### src/rtl/flash_read_scheduler_if.sv
// Host request and spi_flash_read chunk bundle for flash_read_scheduler.
// master = host/reader side, slave = the scheduler.
interface flash_read_scheduler_if;
  logic        req_valid;
  logic        req_ready;
  logic [31:0] req_start_addr;
  logic [31:0] req_end_addr;
  logic [1:0]  req_mode;
  logic [31:0] sfr_start_addr;
  logic [31:0] sfr_end_addr;
  logic [1:0]  sfr_mode;
  logic        sfr_start_flag;
  logic        sfr_switch_die;
  logic        sfr_read_finish;
  logic        busy;
  logic        done;
  logic        err;
  logic [15:0] chunk_count;

  modport master (
    output req_valid, req_start_addr, req_end_addr, req_mode, sfr_read_finish,
    input  req_ready, sfr_start_addr, sfr_end_addr, sfr_mode, sfr_start_flag,
           sfr_switch_die, busy, done, err, chunk_count
  );

  modport slave (
    input  req_valid, req_start_addr, req_end_addr, req_mode, sfr_read_finish,
    output req_ready, sfr_start_addr, sfr_end_addr, sfr_mode, sfr_start_flag,
           sfr_switch_die, busy, done, err, chunk_count
  );
endinterface

### src/rtl/flash_read_scheduler.sv
// Splits one host read into aligned, die-safe chunks for spi_flash_read; >= 4 cycles/chunk plus reader latency.
// req_ready only in IDLE, one chunk in flight; optional WAIT watchdog enabled by FLASH_SCHED_TIMEOUT_EN.
module flash_read_scheduler #(
  parameter int CHUNK_LOG2 = 8,
  parameter int DIE_LOG2   = 25
`ifdef FLASH_SCHED_TIMEOUT_EN
  , parameter int TIMEOUT_CYC = 65535
`endif
) (
  input  logic                 system_clk,
  input  logic                 system_reset_n,
  flash_read_scheduler_if.slave bus
);
  localparam logic [31:0] WIN_MASK = (32'd1 << CHUNK_LOG2) - 32'd1;

  typedef enum logic [2:0] {
    S_IDLE, S_CHECK, S_CALC, S_ISSUE, S_WAIT, S_NEXT, S_FIN
  } state_t;

  state_t                 state;
  logic [31:0]            cur;
  logic [31:0]            end_addr;
  logic [31-DIE_LOG2:0]   last_die;
  logic                   fin_q;
  logic [31:0]            win_end;
  logic [31:0]            chunk_end;
  logic                   fin_rise;

`ifdef FLASH_SCHED_TIMEOUT_EN
  localparam int TMO_W = $clog2(TIMEOUT_CYC + 1);
  logic [TMO_W-1:0] tmo_cnt;
`endif

  assign win_end   = cur | WIN_MASK;
  assign chunk_end = (end_addr < win_end) ? end_addr : win_end;
  // Only a low-to-high transition counts; a level left high from before WAIT does not.
  assign fin_rise  = bus.sfr_read_finish & ~fin_q;

  always_ff @(posedge system_clk or negedge system_reset_n) begin
    if (!system_reset_n) begin
      state              <= S_IDLE;
      cur                <= '0;
      end_addr           <= '0;
      last_die           <= '0;
      fin_q              <= 1'b0;
      bus.req_ready      <= 1'b1;
      bus.sfr_start_addr <= '0;
      bus.sfr_end_addr   <= '0;
      bus.sfr_mode       <= '0;
      bus.sfr_start_flag <= 1'b0;
      bus.sfr_switch_die <= 1'b0;
      bus.busy           <= 1'b0;
      bus.done           <= 1'b0;
      bus.err            <= 1'b0;
      bus.chunk_count    <= '0;
`ifdef FLASH_SCHED_TIMEOUT_EN
      tmo_cnt            <= '0;
`endif
    end else begin
      fin_q              <= bus.sfr_read_finish;
      bus.done           <= 1'b0;
      bus.sfr_start_flag <= 1'b0;
      case (state)
        S_IDLE: begin
          if (bus.req_valid && bus.req_ready) begin
            cur             <= bus.req_start_addr;
            end_addr        <= bus.req_end_addr;
            bus.sfr_mode    <= bus.req_mode;
            bus.chunk_count <= '0;
            bus.err         <= 1'b0;
            bus.req_ready   <= 1'b0;
            bus.busy        <= 1'b1;
            state           <= S_CHECK;
          end
        end
        S_CHECK: begin
          if (end_addr < cur || bus.sfr_mode == 2'b11) begin
            bus.err <= 1'b1;
            state   <= S_FIN;
          end else begin
            state   <= S_CALC;
          end
        end
        S_CALC: begin
          bus.sfr_start_addr <= cur;
          bus.sfr_end_addr   <= chunk_end;
          bus.sfr_switch_die <= (cur[31:DIE_LOG2] != last_die);
          last_die           <= cur[31:DIE_LOG2];
          bus.sfr_start_flag <= 1'b1;
          state              <= S_ISSUE;
        end
        S_ISSUE: begin
`ifdef FLASH_SCHED_TIMEOUT_EN
          tmo_cnt <= '0;
`endif
          state   <= S_WAIT;
        end
        S_WAIT: begin
          if (fin_rise) begin
            state <= S_NEXT;
`ifdef FLASH_SCHED_TIMEOUT_EN
          end else if (tmo_cnt == TMO_W'(TIMEOUT_CYC - 1)) begin
            bus.err <= 1'b1;
            state   <= S_FIN;
          end else begin
            tmo_cnt <= tmo_cnt + TMO_W'(1);
`endif
          end
        end
        S_NEXT: begin
          bus.chunk_count <= bus.chunk_count + 16'd1;
          // Testing for the last chunk before incrementing keeps end=0xFFFFFFFF from wrapping.
          if (bus.sfr_end_addr == end_addr) begin
            state <= S_FIN;
          end else begin
            cur   <= bus.sfr_end_addr + 32'd1;
            state <= S_CALC;
          end
        end
        S_FIN: begin
          bus.done      <= 1'b1;
          bus.req_ready <= 1'b1;
          bus.busy      <= 1'b0;
          state         <= S_IDLE;
        end
        default: state <= S_IDLE;
      endcase
    end
  end
endmodule

### src/flat_wrapper.sv
// flat-port wrapper written by rule: the top's interface ports become plain ports
module flash_read_scheduler_flat 
#(
  parameter int CHUNK_LOG2 = 8,
  parameter int DIE_LOG2   = 25

)
  (system_clk, system_reset_n, bus_req_valid, bus_req_start_addr, bus_req_end_addr, bus_req_mode, bus_sfr_read_finish, bus_req_ready, bus_sfr_start_addr, bus_sfr_end_addr, bus_sfr_mode, bus_sfr_start_flag, bus_sfr_switch_die, bus_busy, bus_done, bus_err, bus_chunk_count);
  flash_read_scheduler_if bus_i ();
  input  logic system_clk;
  input  logic system_reset_n;
  input wire logic [$bits(bus_i.req_valid)-1:0] bus_req_valid;
  input wire logic [$bits(bus_i.req_start_addr)-1:0] bus_req_start_addr;
  input wire logic [$bits(bus_i.req_end_addr)-1:0] bus_req_end_addr;
  input wire logic [$bits(bus_i.req_mode)-1:0] bus_req_mode;
  input wire logic [$bits(bus_i.sfr_read_finish)-1:0] bus_sfr_read_finish;
  output wire logic [$bits(bus_i.req_ready)-1:0] bus_req_ready;
  output wire logic [$bits(bus_i.sfr_start_addr)-1:0] bus_sfr_start_addr;
  output wire logic [$bits(bus_i.sfr_end_addr)-1:0] bus_sfr_end_addr;
  output wire logic [$bits(bus_i.sfr_mode)-1:0] bus_sfr_mode;
  output wire logic [$bits(bus_i.sfr_start_flag)-1:0] bus_sfr_start_flag;
  output wire logic [$bits(bus_i.sfr_switch_die)-1:0] bus_sfr_switch_die;
  output wire logic [$bits(bus_i.busy)-1:0] bus_busy;
  output wire logic [$bits(bus_i.done)-1:0] bus_done;
  output wire logic [$bits(bus_i.err)-1:0] bus_err;
  output wire logic [$bits(bus_i.chunk_count)-1:0] bus_chunk_count;
  assign bus_i.req_valid = bus_req_valid;
  assign bus_i.req_start_addr = bus_req_start_addr;
  assign bus_i.req_end_addr = bus_req_end_addr;
  assign bus_i.req_mode = bus_req_mode;
  assign bus_i.sfr_read_finish = bus_sfr_read_finish;
  assign bus_req_ready = bus_i.req_ready;
  assign bus_sfr_start_addr = bus_i.sfr_start_addr;
  assign bus_sfr_end_addr = bus_i.sfr_end_addr;
  assign bus_sfr_mode = bus_i.sfr_mode;
  assign bus_sfr_start_flag = bus_i.sfr_start_flag;
  assign bus_sfr_switch_die = bus_i.sfr_switch_die;
  assign bus_busy = bus_i.busy;
  assign bus_done = bus_i.done;
  assign bus_err = bus_i.err;
  assign bus_chunk_count = bus_i.chunk_count;
  flash_read_scheduler #(.CHUNK_LOG2(CHUNK_LOG2), .DIE_LOG2(DIE_LOG2)) u_core (.system_clk(system_clk), .system_reset_n(system_reset_n), .bus(bus_i));
endmodule
### config.mk
export PLATFORM = sky130hd
export DESIGN_NAME = flash_read_scheduler_flat
export DESIGN_NICKNAME = d
export VERILOG_FILES = /design/src/rtl/flash_read_scheduler_if.sv /design/src/rtl/flash_read_scheduler.sv /design/src/flat_wrapper.sv
export SDC_FILE = /design/constraint.sdc
export NUM_CORES = 1
export LEC_CHECK = 0
export ABC_AREA = 1
export BUFFER_PORTS_ARGS = -buffer_cell sky130_fd_sc_hd__buf_2
export CAP_MARGIN = 20
export CELL_PAD_IN_SITES_DETAIL_PLACEMENT = 1
export CELL_PAD_IN_SITES_GLOBAL_PLACEMENT = 1
export CORE_MARGIN = 2
export CORE_UTILIZATION = 41
export CTS_BUF_LIST = sky130_fd_sc_hd__clkbuf_8
export DETAILED_ROUTE_END_ITERATION = 10
export GPL_TIMING_DRIVEN = 0
export PLACE_DENSITY = 0.88
export SYNTH_ARGS = -nofsm -noshare
export SYNTH_HDL_FRONTEND = slang
export SYNTH_SLANG_ARGS = --single-unit
### constraint.sdc
create_clock -name system_clk -period 2.65 [get_ports system_clk]
set_input_delay 0.3975 -clock system_clk [delete_from_list [all_inputs] [get_ports system_clk]]
set_output_delay 0.3975 -clock system_clk [all_outputs]
set_load 0.01 [all_outputs]
---- Word-level counts from Yosys, hierarchy flattened ----
Cells that the tools add are included.
word-level totals
  register bits ........................... 163
  input bits .............................. 70
  output and inout port bits .............. 88
operators by class
  bitwise logic cells ..................... 2
  equality and inequality tests ........... 13
  multiplexer cells ....................... 19
  order comparisons ....................... 2
  $add $sub $neg .......................... 2
  reduce and logical (&&, ||, !) cells .... 12
operator list
  cell                                                                    count
  32-bit two-way mux                                                      3
  32-bit less-than comparator                                             2
  32-bit case mux with 2 select lines                                     1
  32-bit by 1-bit adder with 32-bit output (second input constant)        1
  32-bit equality test                                                    1
  16-bit case mux with 2 select lines                                     1
  3-bit case mux with 6 select lines                                      1
  16-bit by 1-bit adder with 16-bit output (second input constant)        1
  16-bit two-way mux                                                      1
  3-bit two-way mux                                                       4
  3-bit equality test (second input constant)                             3
  2-bit AND reduction                                                     4
  7-bit != test                                                           1
  3-bit by 2-bit equality test with 1-bit output (second input constant)  2
  2-bit by 1-bit != test with 1-bit output (second input constant)        3
  1-bit case mux with 2 select lines                                      3
  3-bit AND reduction                                                     2
  2-bit nonzero test                                                      3
  1-bit two-way mux                                                       5
  3-bit by 1-bit equality test with 1-bit output (second input constant)  1
  3-bit zero test                                                         1
  2-bit equality test (second input constant)                             1
  2-bit != test (second input constant)                                   1
  1-bit bitwise AND                                                       1
  other kinds (3)                                                         3

---- Longest topological paths before layout ----
Gate-level depths: netlist (run 1).
  depth in word-level cells ............... 4
  gate-level depth with buffers ........... 15
  depth with buffers taken out ............ 15

---- Least setup slack after synthesis (run 1) ----
OpenSTA, ideal clock, no wires.
  path kind ............................... register to register
  from .................................... register u_core.cur[27]
  to ...................................... register u_core.bus.sfr_end_addr[10]
  buffers on the path ..................... 1
  period minus slack after synthesis ...... 1946 ps
  library setup time ...................... 134 ps
  stages on the path, launching flop included .. 12
  arrival ................................. 1812 ps
  slack ................................... 704 ps
  path through ............................ dfrtp_1 > inv_1 > ha_1 > a21oi_1 > o21ai_0 > nand2_1 > o211ai_1 > nor2_2 > clkbuf_1 > nand3_1 > nand3_1 > o21ai_0
between the ends
  word-level cells in the longest chain between the ends .. 2
RTL lines
  what                         line                           source
  start: declaration           flash_read_scheduler.sv:21     logic [31:0] cur;
  start signal: assignment     flash_read_scheduler.sv:66     cur <= bus.req_start_addr;
  start signal: assignment     flash_read_scheduler.sv:116    cur <= bus.sfr_end_addr + 32'd1;
  32-bit less-than comparator  flash_read_scheduler.sv:35     assign chunk_end = (end_addr < win_end) ? end_addr : win_end;
  32-bit two-way mux           flash_read_scheduler.sv:35
  end signal: assignment       flash_read_scheduler.sv:86     bus.sfr_end_addr <= chunk_end;
  end: declaration             flash_read_scheduler_if.sv:28  output req_ready, sfr_start_addr, sfr_end_addr, sfr_mode, sfr_start_flag,
Every way passes these cells.
A chain may end at the register's enable or synchronous reset.

---- Final worst setup path (run 1) ----
  from .................................... register u_core.end_addr[31]
  to ...................................... register u_core.bus.sfr_end_addr[11]
between the ends
  word-level cells in the longest chain between the ends .. 2
RTL lines
  what                         line                        source
  start: declaration           flash_read_scheduler.sv:22  logic [31:0] end_addr;
  start signal: assignment     flash_read_scheduler.sv:67  end_addr <= bus.req_end_addr;
  32-bit less-than comparator  flash_read_scheduler.sv:35
  32-bit two-way mux           flash_read_scheduler.sv:35
Every way passes these cells.

==> results.sh, run 1 <==
export IMPL_crit_start="u_core.end_addr[31]$_DFFE_PN0P_"
export IMPL_start_util=0.417
export IMPL_die_area_sq_um=22600
export IMPL_cts_buffer_depth=2
export IMPL_fin_tns_setup_ns=0
export IMPL_grt_usage=0.308
export IMPL_area_growth_pct=20.0
export IMPL_tightestPinTransition_ns=0.854
export IMPL_synth_seq_cells=156
export IMPL_synth_top_area_frac=0.443
export IMPL_min_to="u_core.fin_q$_DFF_PN0_"
export IMPL_yosysMostFrequentCell="nand2_1"
export IMPL_hold_path_depth=1
export IMPL_synth_top_cell_by_area="dfrtp_1"
export IMPL_end_kind="flop"
export IMPL_die_width_um=150
export IMPL_cts_made_buffers=17
export IMPL_cts_root_buf="clkbuf_8"
export IMPL_ys_warn_count=0
export IMPL_syn_inst=1124
export IMPL_grt_pass1_vias=9344
export IMPL_routed_via_density=5.57
export IMPL_die_h_um=150
export IMPL_hold_viol=0
export IMPL_drc=0
export IMPL_syn_num_nets=1227
export IMPL_drive_gt1_frac=0.185
export IMPL_postLayoutCellArea_sq_um=10500
export IMPL_skew_ns=0.0136
export IMPL_setup_worst_path_start_class="flop"
export IMPL_port_buffers=157
export IMPL_totalWireLength_um=34000
export IMPL_r2r_slack_ns=0.06
export IMPL_synthDistinctLibCells=38
export IMPL_netlist_top_cells_area="dfrtp_1, nand2_1, o21ai_0"
export IMPL_avgSynthCellArea_sq_um=7.80
export IMPL_ys_seq_area_frac=0.446
export IMPL_clk_pin_slew_ns=0.09
export IMPL_antenna_found_initial=1
export IMPL_numClockSinks=156
export IMPL_synth_commonest_cells="nand2_1, dfrtp_1, inv_1"
export IMPL_io_pins=158
export IMPL_maxSlewViolCount=0
export IMPL_cp_required_ns=3.04
export IMPL_grt_first_pass_wirelength_um=51800
export IMPL_clk_latency_ns=0.49
export IMPL_setup_viol=0
export IMPL_drt_initial_drc_count=587
export IMPL_synth_flop_cell="dfrtp_1"
export IMPL_fin_hold_ws_ns=0.0359
export IMPL_grt_max_degree=92
export IMPL_drv_cap=0
export IMPL_hpwlAfterDp_um=24900
export IMPL_vias=8894
export IMPL_final_period_utilization=0.977
export IMPL_place_area_sq_um=9930
export IMPL_r2r_start="u_core.end_addr[31]$_DFFE_PN0P_"
export IMPL_hp_class="in -> reg"
export IMPL_regToRegEndpoint="u_core.bus.sfr_end_addr[11]$_DFFE_PN0P_"
export IMPL_crit_type="reg -> reg"
export IMPL_dr_pass1_iters=5
export IMPL_syn_cell_area_sq_um=8760
export IMPL_cts_tree="built"
export IMPL_place_gp_congestion=0.969
export IMPL_crit_fanout=10
export IMPL_htree_levels=4
export IMPL_cp_arrival_ns=2.98
export IMPL_clock_fmax_mhz=386
export IMPL_status="completed"
export IMPL_core_area_sq_um=21000
export IMPL_holdCritStartpoint="bus_sfr_read_finish"
export IMPL_vdd_drop_max_uv=471
export IMPL_nNetsFinal=1411
export IMPL_rr_worst_depth=11
export IMPL_p_per_area_nw_per_um2=1330
export IMPL_wl_per_cell_um=21.3
export IMPL_synth_enable_flop_cells=0
export IMPL_rows=53
export IMPL_overflow=0
export IMPL_min_period_ns=2.59
export IMPL_async_flop_share=1.00
export IMPL_ant_nets=0
export IMPL_cellLeakagePower_uw=0.00541
export IMPL_relSlewSlack=0.427
[cell type report]
class                   count  area (sq um)
diodes                      1          2.50
plain buffers              53           290
flip-flops and latches    156          3910
repair buffers            165           878
fillers                  2673         10500
multi-input cells         794          4170
inverters                 121           454
clock buffers              20           275
well taps                 275           344
clock inverters            12           193
[critical path, cell delays in order (launching register included)]
cell and delay (ns):
dfrtp_1 0.46, ha_1 0.33, nand2_1 0.11, nor2_4 0.16, nand4_1 0.12, buf_4 0.19, nor3b_4 0.34, nand2_4 0.14
nand2_4 0.12, buf_6 0.16, o21ai_0 0.13, o21ai_1 0.24
[cell usage in the layout, fill, tap and decap left out, types with 21 or more instances in the layout]
cell type / Yosys / layout
nor2_1: 57 / 55
nand3_1: 61 / 61
inv_1: 117 / 118
a21oi_1: 45 / 44
xor2_1: 27 / 27
buf_2: 15 / 171
o21ai_0: 111 / 109
clkbuf_1: 25 / 21
dfrtp_1: 155 / 154
o21ai_1: 23 / 25
nor3_1: 25 / 25
nand2_1: 321 / 321
xnor2_1: 24 / 24
ha_1: 33 / 33
[state kept, by name, summed over array words and instances (netlist names), 2 cells and up]
signal and cells:
u_core.bus.chunk_count 16, u_core.bus.sfr_end_addr 32, u_core.bus.sfr_mode 2, u_core.bus.sfr_start_addr 26
u_core.cur 32, u_core.end_addr 32, u_core.last_die 6, u_core.state 3
[repair_timing]
action,in CTS,in global routing
endpoints found under the hold margin,65,0
setup buffers,2,4
pin swaps,3,3
hold buffers,1,0
setup endpoints to repair,30,42
resized for setup,11,11
[worst max path at each step]
stage	slack, ns	cells past startpoint	endpoint
2_1_floorplan	0.70	11	u_core.bus.sfr_end_addr[10]$_DFFE_PN0P_
3_3_place_gp	-1.29	1	u_core.bus.chunk_count[14]$_DFFE_PN0P_
3_5_place_dp	-0.23	12	u_core.bus.sfr_end_addr[29]$_DFFE_PN0P_
4_1_cts	0.03	9	u_core.cur[12]$_DFFE_PN0P_
5_1_grt	-0.01	13	u_core.bus.sfr_end_addr[26]$_DFFE_PN0P_
6_report	0.06	11	u_core.bus.sfr_end_addr[11]$_DFFE_PN0P_
[cell families after synthesis]
logic type,Yosys count,synth area share
xor+xnor,51,0.0510
compound gates,198,0.118
buf+inv,174,0.0825
flops,156,0.446
mux,16,0.0183
fa+ha+maj,33,0.0471
simple gates,496,0.237
[power by group]
part	switching (uW)	internal (uW)	total, uW
Clock	998	1190	2190
Combinational	4730	2550	7280
Sequential	1110	3390	4490
Total	6840	7130	14000
[per-stage QoR]
stage               total power, uW  utilization  instances  setup slack, ns
finish                        14000        0.500       1597           0.0619
global route                  14900        0.500       1596          -0.0130
CTS                           13700        0.497       1592           0.0299
detailed placement            11400        0.472       1557           -0.228
global placement              10900        0.471       1556            -1.29
floorplan                      8600            -       1124            0.704
[layer usage]
metal	wire length, um	up-vias	track usage
met3	2550	86	0.0585
met4	1340	0	0.137
met2	16400	368	0.519
met1	13600	4430	0.385
met5	0	-	0
li1	-	4010	-
(Power assumes the default switching activity.)
==> run 2, diff against run 1 <==
==> constraint.sdc (replaced) <==
create_clock -name system_clk -period 2.65 [get_ports system_clk]
set_input_delay 0.265 -clock system_clk [delete_from_list [all_inputs] [get_ports system_clk]]
set_output_delay 0.265 -clock system_clk [all_outputs]
set_load 0.01 [all_outputs]
==> run 2 against run 1 <==
Against the previous run: the flow now finishes with violations (negative setup slack); total power increased by 0.47%; global-route usage up 0.18 points; flip-flop and latch count did not move; combinational power increased by 1%; sequential share of layout area is 0.70 points lower; worst hold slack got worse by 0.030 ns; worst setup slack got worse by 0.082 ns; count of clock-buffer cells in the layout stayed put; routed wire length is 0.91% higher; clock skew rose by 0.0028 ns; highest routed layer unchanged; sequential power about the same.
==> results.sh, run 2 (synthesized netlist as in run 1, its figures left out) <==
export IMPL_r2r_slack_ns=-0.02
export IMPL_maxSlewViolCount=0
export IMPL_hp_class="in -> reg"
export IMPL_cellLeakagePower_uw=0.00549
export IMPL_cts_buffer_depth=2
export IMPL_io_pins=158
export IMPL_relSlewSlack=0.381
export IMPL_cts_root_buf="clkbuf_8"
export IMPL_max_stage_delay_ns=0.46
export IMPL_rr_worst_depth=11
export IMPL_status="complete, but fails checks"
export IMPL_layout_common_cells="nand2_1, buf_2, dfrtp_1, inv_1, o21ai_0"
export IMPL_hold_viol=0
export IMPL_drc=0
export IMPL_grt_first_pass_wirelength_um=52100
export IMPL_end_kind="flop"
export IMPL_min_to="u_core.end_addr[3]$_DFFE_PN0P_"
export IMPL_tightestPinTransition_ns=0.923
export IMPL_vias=9035
export IMPL_wl_per_cell_um=21.2
export IMPL_crit_buf_inv=2
export IMPL_crit_type="reg -> reg"
export IMPL_htree_levels=4
export IMPL_violations="negative setup slack"
export IMPL_dr_pass1_iters=5
export IMPL_start_util=0.417
export IMPL_cpMostUsedCell="nand2_4"
export IMPL_numClockSinks=156
export IMPL_die_h_um=150
export IMPL_setup_worst_path_start_class="flop"
export IMPL_min_period_ns=2.67
export IMPL_reg_top3="u_core.bus.sfr_end_addr: 32 flops, u_core.cur: 32 flops, u_core.end_addr: 32 flops"
export IMPL_utilization=0.510
export IMPL_grt_util_met1=0.385
export IMPL_crit_family="simple AND/OR/NAND/NOR gates"
export IMPL_drt_initial_drc_count=693
export IMPL_port_buffers=157
export IMPL_intPower_uw=7150
export IMPL_regToRegEndpoint="u_core.bus.sfr_end_addr[11]$_DFFE_PN0P_"
export IMPL_overflow=0
export IMPL_seqCellArea_sq_um=3910
export IMPL_finalWorstSetupSlack_ns=-0.0206
export IMPL_placedCellCount=1557
export IMPL_antenna_found_initial=1
export IMPL_crit_chain="ha_1, nand2_1, nor2_4, nand4_1, buf_4, nor3b_4, nand2_4, nand2_4, buf_6, o21ai_0, o21ai_1"
export IMPL_p_per_area_nw_per_um2=1310
export IMPL_crit_fanout=10
export IMPL_drive_gt1_frac=0.182
export IMPL_skew_ns=0.0164
export IMPL_totalWireLength_um=34300
export IMPL_grt_max_degree=92
export IMPL_grtUsageMet2=0.527
export IMPL_swShare=0.490
export IMPL_routed_via_density=5.58
export IMPL_stdcell_count=1618
export IMPL_critPathSlowestCell="dfrtp_1"
export IMPL_nNetsFinal=1431
export IMPL_die_area_sq_um=22600
export IMPL_clk_pin_slew_ns=0.09
export IMPL_setup_viol=2
export IMPL_p_seq_frac=0.320
export IMPL_layout_commonest_cell="nand2_1"
export IMPL_cp_required_ns=3.04
export IMPL_cts_made_buffers=17
export IMPL_hpwlAfterDp_um=24900
export IMPL_grt_use_met3=0.0588
export IMPL_hold_path_depth=3
export IMPL_core_area_sq_um=21000
export IMPL_share_comb_of_total_power=0.524
export IMPL_nFillCells=2666
export IMPL_place_gp_congestion=0.969
export IMPL_ant_nets=0
export IMPL_clk_latency_ns=0.49
export IMPL_drv_cap=0
export IMPL_rows=53
export IMPL_vdd_drop_max_uv=472
export IMPL_grt_pass1_vias=9437
export IMPL_clock_power_share=0.156
export IMPL_clock_fmax_mhz=374
export IMPL_p_total_uw=14000
export IMPL_power_switching_uw=6880
export IMPL_holdCritStartpoint="bus_req_end_addr[3]"
export IMPL_r2r_start="u_core.end_addr[31]$_DFFE_PN0P_"
export IMPL_multi_input_area_sq_um=4170
export IMPL_grt_usage=0.310
export IMPL_cp_arrival_ns=3.06
export IMPL_final_period_utilization=1.01
export IMPL_grt_most_used_layer="met2"
export IMPL_area_growth_pct=22.3
export IMPL_die_width_um=150
export IMPL_cts_tree="built"
## run 2: worst max path at each step
stage                                          from                                      end  cells after the start
floorplan                u_core.cur[27]$_DFFE_PN0P_  u_core.bus.sfr_end_addr[10]$_DFFE_PN0P_                     11
global placement                     system_reset_n   u_core.bus.chunk_count[14]$_DFFE_PN0P_                      1
detailed placement       u_core.cur[31]$_DFFE_PN0P_  u_core.bus.sfr_end_addr[29]$_DFFE_PN0P_                     12
CTS                     u_core.state[1]$_DFFE_PN0P_               u_core.cur[12]$_DFFE_PN0P_                      9
global route             u_core.cur[31]$_DFFE_PN0P_  u_core.bus.sfr_end_addr[26]$_DFFE_PN0P_                     13
finish              u_core.end_addr[31]$_DFFE_PN0P_  u_core.bus.sfr_end_addr[11]$_DFFE_PN0P_                     11
## run 2: area by class of cell
class | count | area share
antenna | 2 | 0.000467
timing repair buffer | 185 | 0.101
multi-input combinational | 794 | 0.389
inverter | 121 | 0.0424
sequential | 156 | 0.365
buffer | 53 | 0.0271
clock buffer | 20 | 0.0257
tap | 275 | 0.0321
clock inverter | 12 | 0.0180
## run 2: what timing repair did
action	4_1_cts	5_1_grt
hold buffers	21	0
pin swaps	3	3
resized for setup	11	11
endpoints found under the hold margin	85	0
gates cloned	0	0
endpoints found under the setup margin	30	42
setup buffers	2	4
## run 2: metrics by stage
step | setup slack [ns] | setup TNS, ns | hold WS [ns] | cell area, sq um
3_5_place_dp | -0.228 | -4.07 | 0.261 | 9930
5_1_grt | -0.0619 | -0.407 | 0.00568 | 10700
2_1_floorplan | 0.704 | 0 | -0.0306 | 8760
6_report | -0.0206 | -0.0267 | 0.00541 | 10700
4_1_cts | 0.0299 | 0 | 0.000771 | 10600
3_3_place_gp | -1.16 | -179.90 | 0.391 | 9890
## run 2: worst min-delay path, delay by kind of cell
kind / cells / cell delay [ns]
simple gates: 1 / 0.05
compound gates: 1 / 0.06
buf+inv: 1 / 0.07
## run 2: power groups by stage
stage	logic [uW]	registers, uW	clock network [uW]
3_5_place_dp	6870	4480	0
3_3_place_gp	6510	4430	0
4_1_cts	7100	4460	2180
2_1_floorplan	4180	4410	0
5_1_grt	8070	4600	2280
6_report	7350	4500	2190
## run 2: per-layer routing
layer	part of all wire	vias to the layer above
met5	0	-
met4	0.039	0
met3	0.071	86
met2	0.48	361
met1	0.41	4541
li1	-	4047
==> run 3, diff against run 2 <==
Settings changed: CELL_PAD_IN_SITES_DETAIL_PLACEMENT 1 to not set, CELL_PAD_IN_SITES_GLOBAL_PLACEMENT 1 to not set, GPL_TIMING_DRIVEN 0 to 1, PLACE_DENSITY 0.88 to 0.7.
==> run 3 against run 2 <==
Against the previous run: global-route usage is 7.5 points lower; routed wire length is 24% lower; maximum frequency is 8.8% higher; worst hold slack better by 0.0056 ns; clock skew is 0.0021 ns lower; critical endpoint is now u_core.bus.sfr_end_addr[18]$_DFFE_PN0P_; via count is 9.6% lower; the run now ends clean; non-clock buffer count is 33 lower; clock power is 18% lower; cell count is 2.1% lower.
==> results.sh, run 3 (synthesized netlist as in run 1, its figures left out) <==
export IMPL_wl_per_cell_um=16.3
export IMPL_layout_common_cells="nand2_1, buf_2, dfrtp_1, inv_1, o21ai_0"
export IMPL_cts_root_buf="clkbuf_8"
export IMPL_skew_ns=0.0143
export IMPL_htree_levels=4
export IMPL_die_h_um=150
export IMPL_rsz0062_at_grt="false"
export IMPL_crit_type="reg -> reg"
export IMPL_crit_fanout=15
export IMPL_r2r_slack_ns=0.20
export IMPL_area_growth_pct=20.0
export IMPL_status="completed"
export IMPL_layout_commonest_cell="nand2_1"
export IMPL_end_kind="flop"
export IMPL_routed_via_density=5.16
export IMPL_ant_nets=0
export IMPL_drv_cap=0
export IMPL_wl_met3_um=2110
export IMPL_highest_layer="met5"
export IMPL_numClockSinks=156
export IMPL_antenna_found_initial=2
export IMPL_drt_initial_drc_count=515
export IMPL_hold_path_depth=3
export IMPL_vdd_drop_max_uv=574
export IMPL_placedCellCount=1526
export IMPL_rows=53
export IMPL_port_buffers=157
export IMPL_p_per_area_nw_per_um2=1210
export IMPL_start_util=0.417
export IMPL_vias=8167
export IMPL_min_to="u_core.end_addr[17]$_DFFE_PN0P_"
export IMPL_clock_fmax_mhz=407
export IMPL_clk_pin_slew_ns=0.09
export IMPL_clk_latency_ns=0.48
export IMPL_relSlewSlack=0.569
export IMPL_utilization=0.500
export IMPL_totalWireLength_um=25900
export IMPL_overflow=0
export IMPL_min_period_ns=2.45
export IMPL_reg_top3="u_core.bus.sfr_end_addr: 32 flops, u_core.cur: 32 flops, u_core.end_addr: 32 flops"
export IMPL_max_stage_delay_ns=0.45
export IMPL_drt_met1_wl_um=11400
export IMPL_drive_gt1_frac=0.176
export IMPL_crit_start="u_core.cur[31]$_DFFE_PN0P_"
export IMPL_grt_max_degree=97
export IMPL_regToRegEndpoint="u_core.bus.sfr_end_addr[18]$_DFFE_PN0P_"
export IMPL_p_total_uw=12700
export IMPL_crit_chain="inv_1, ha_1, nand2_1, nor2_1, nand4_1, buf_4, nor3b_4, nand2_2, nand2_2, buf_4, o21ai_0, o21ai_0"
export IMPL_die_width_um=150
export IMPL_place_area_sq_um=9870
export IMPL_cp_required_ns=3.04
export IMPL_core_area_sq_um=21000
export IMPL_grt_pass1_vias=7680
export IMPL_io_pins=158
export IMPL_cts_tree="built"
export IMPL_cellLeakagePower_uw=0.00539
export IMPL_hpwlAfterDp_um=19300
export IMPL_tightestPinTransition_ns=0.645
export IMPL_postLayoutCellArea_sq_um=10500
export IMPL_place_gp_congestion=0.967
export IMPL_hp_class="in -> reg"
export IMPL_grt_usage=0.235
export IMPL_rr_worst_depth=12
export IMPL_dr_pass1_iters=8
export IMPL_setup_worst_path_start_class="flop"
export IMPL_die_area_sq_um=22600
export IMPL_hold_viol=0
export IMPL_maxSlewViolCount=0
export IMPL_drc=0
export IMPL_grt_first_pass_wirelength_um=40800
export IMPL_final_period_utilization=0.926
export IMPL_cp_arrival_ns=2.85
export IMPL_nNetsFinal=1398
export IMPL_cts_buffer_depth=2
export IMPL_setup_viol=0
export IMPL_cts_made_buffers=17
export IMPL_stdcell_count=1584
export IMPL_critPathSlowestCell="dfrtp_1"
export IMPL_dr_wl_met2_um=11700
export IMPL_fin_tns_setup_ns=0
export IMPL_holdCritStartpoint="bus_req_end_addr[17]"
export IMPL_r2r_start="u_core.cur[31]$_DFFE_PN0P_"
run 3: changes by cell type in the layout (fill, tap and decap cells not counted), moves of 3 or more:
cell and change:
buf_2 -15, clkbuf_1 -21, clkbuf_8 -3, inv_6 +6
buf_6 -6, inv_8 +3, buf_12 +5, clkbuf_2 -4
bufinv_16 -4, buf_4 +10, dlygate4sd3_1 +3
run 3: timing repair:
action,in CTS,in global routing
buffers inserted,0,1
setup endpoints to repair,0,21
hold buffers,24,0
endpoints found under the hold margin,41,0
gates resized for setup,0,2
run 3: how the worst max path moves through the flow:
stage / cells past startpoint / slack, ns / end
after floorplan: 11 / 0.70 / u_core.bus.sfr_end_addr[10]$_DFFE_PN0P_
after global placement: 12 / 0.12 / u_core.bus.sfr_end_addr[10]$_DFFE_PN0P_
after detailed placement: 12 / 0.13 / u_core.bus.sfr_end_addr[13]$_DFFE_PN0P_
after CTS: 11 / 0.09 / u_core.bus.sfr_end_addr[31]$_DFFE_PN0P_
after global routing: 12 / 0.004 / u_core.bus.sfr_end_addr[20]$_DFFE_PN0P_
final: 12 / 0.20 / u_core.bus.sfr_end_addr[18]$_DFFE_PN0P_
run 3: worst max-delay path, delay by kind of cell, from the launching register on:
kind,cells,cell delay [ns]
adders and majority gates,1,0.30
AOI/OAI and AO/OA,2,0.31
and+or+nand+nor,6,0.83
DFF,1,0.45
buffers and inverters,3,0.48
run 3: power by group:
group | total [uW] | switching (uW) | internal [uW]
sequential | 4520 | 1140 | 3390
clock | 1800 | 1020 | 779
combinational | 6360 | 3910 | 2450
total | 12700 | 6070 | 6610
run 3: area by class of cell:
class,count,area (sq um)
Clock inverter,15,153
Tap cell,275,344
Multi-Input combinational cell,794,4150
Inverter,121,454
Sequential cell,156,3910
Fill cell,2043,10500
Antenna cell,1,2.50
Timing Repair Buffer,205,1270
Clock buffer,17,234
run 3: per-layer routing:
layer | vias up | track usage
li1 | 3981 | -
met1 | 3836 | 0.318
met2 | 301 | 0.368
met3 | 47 | 0.0588
met4 | 2 | 0.0792
met5 | - | 0
run 3: per-stage QoR:
stage | worst slack [ns] | hold slack [ns]
floorplan | 0.704 | -0.0306
global placement | 0.123 | 0.126
detailed placement | 0.127 | 0.124
CTS | 0.0860 | 0.000750
global route | 0.00443 | 0.0103
finish | 0.195 | 0.0110
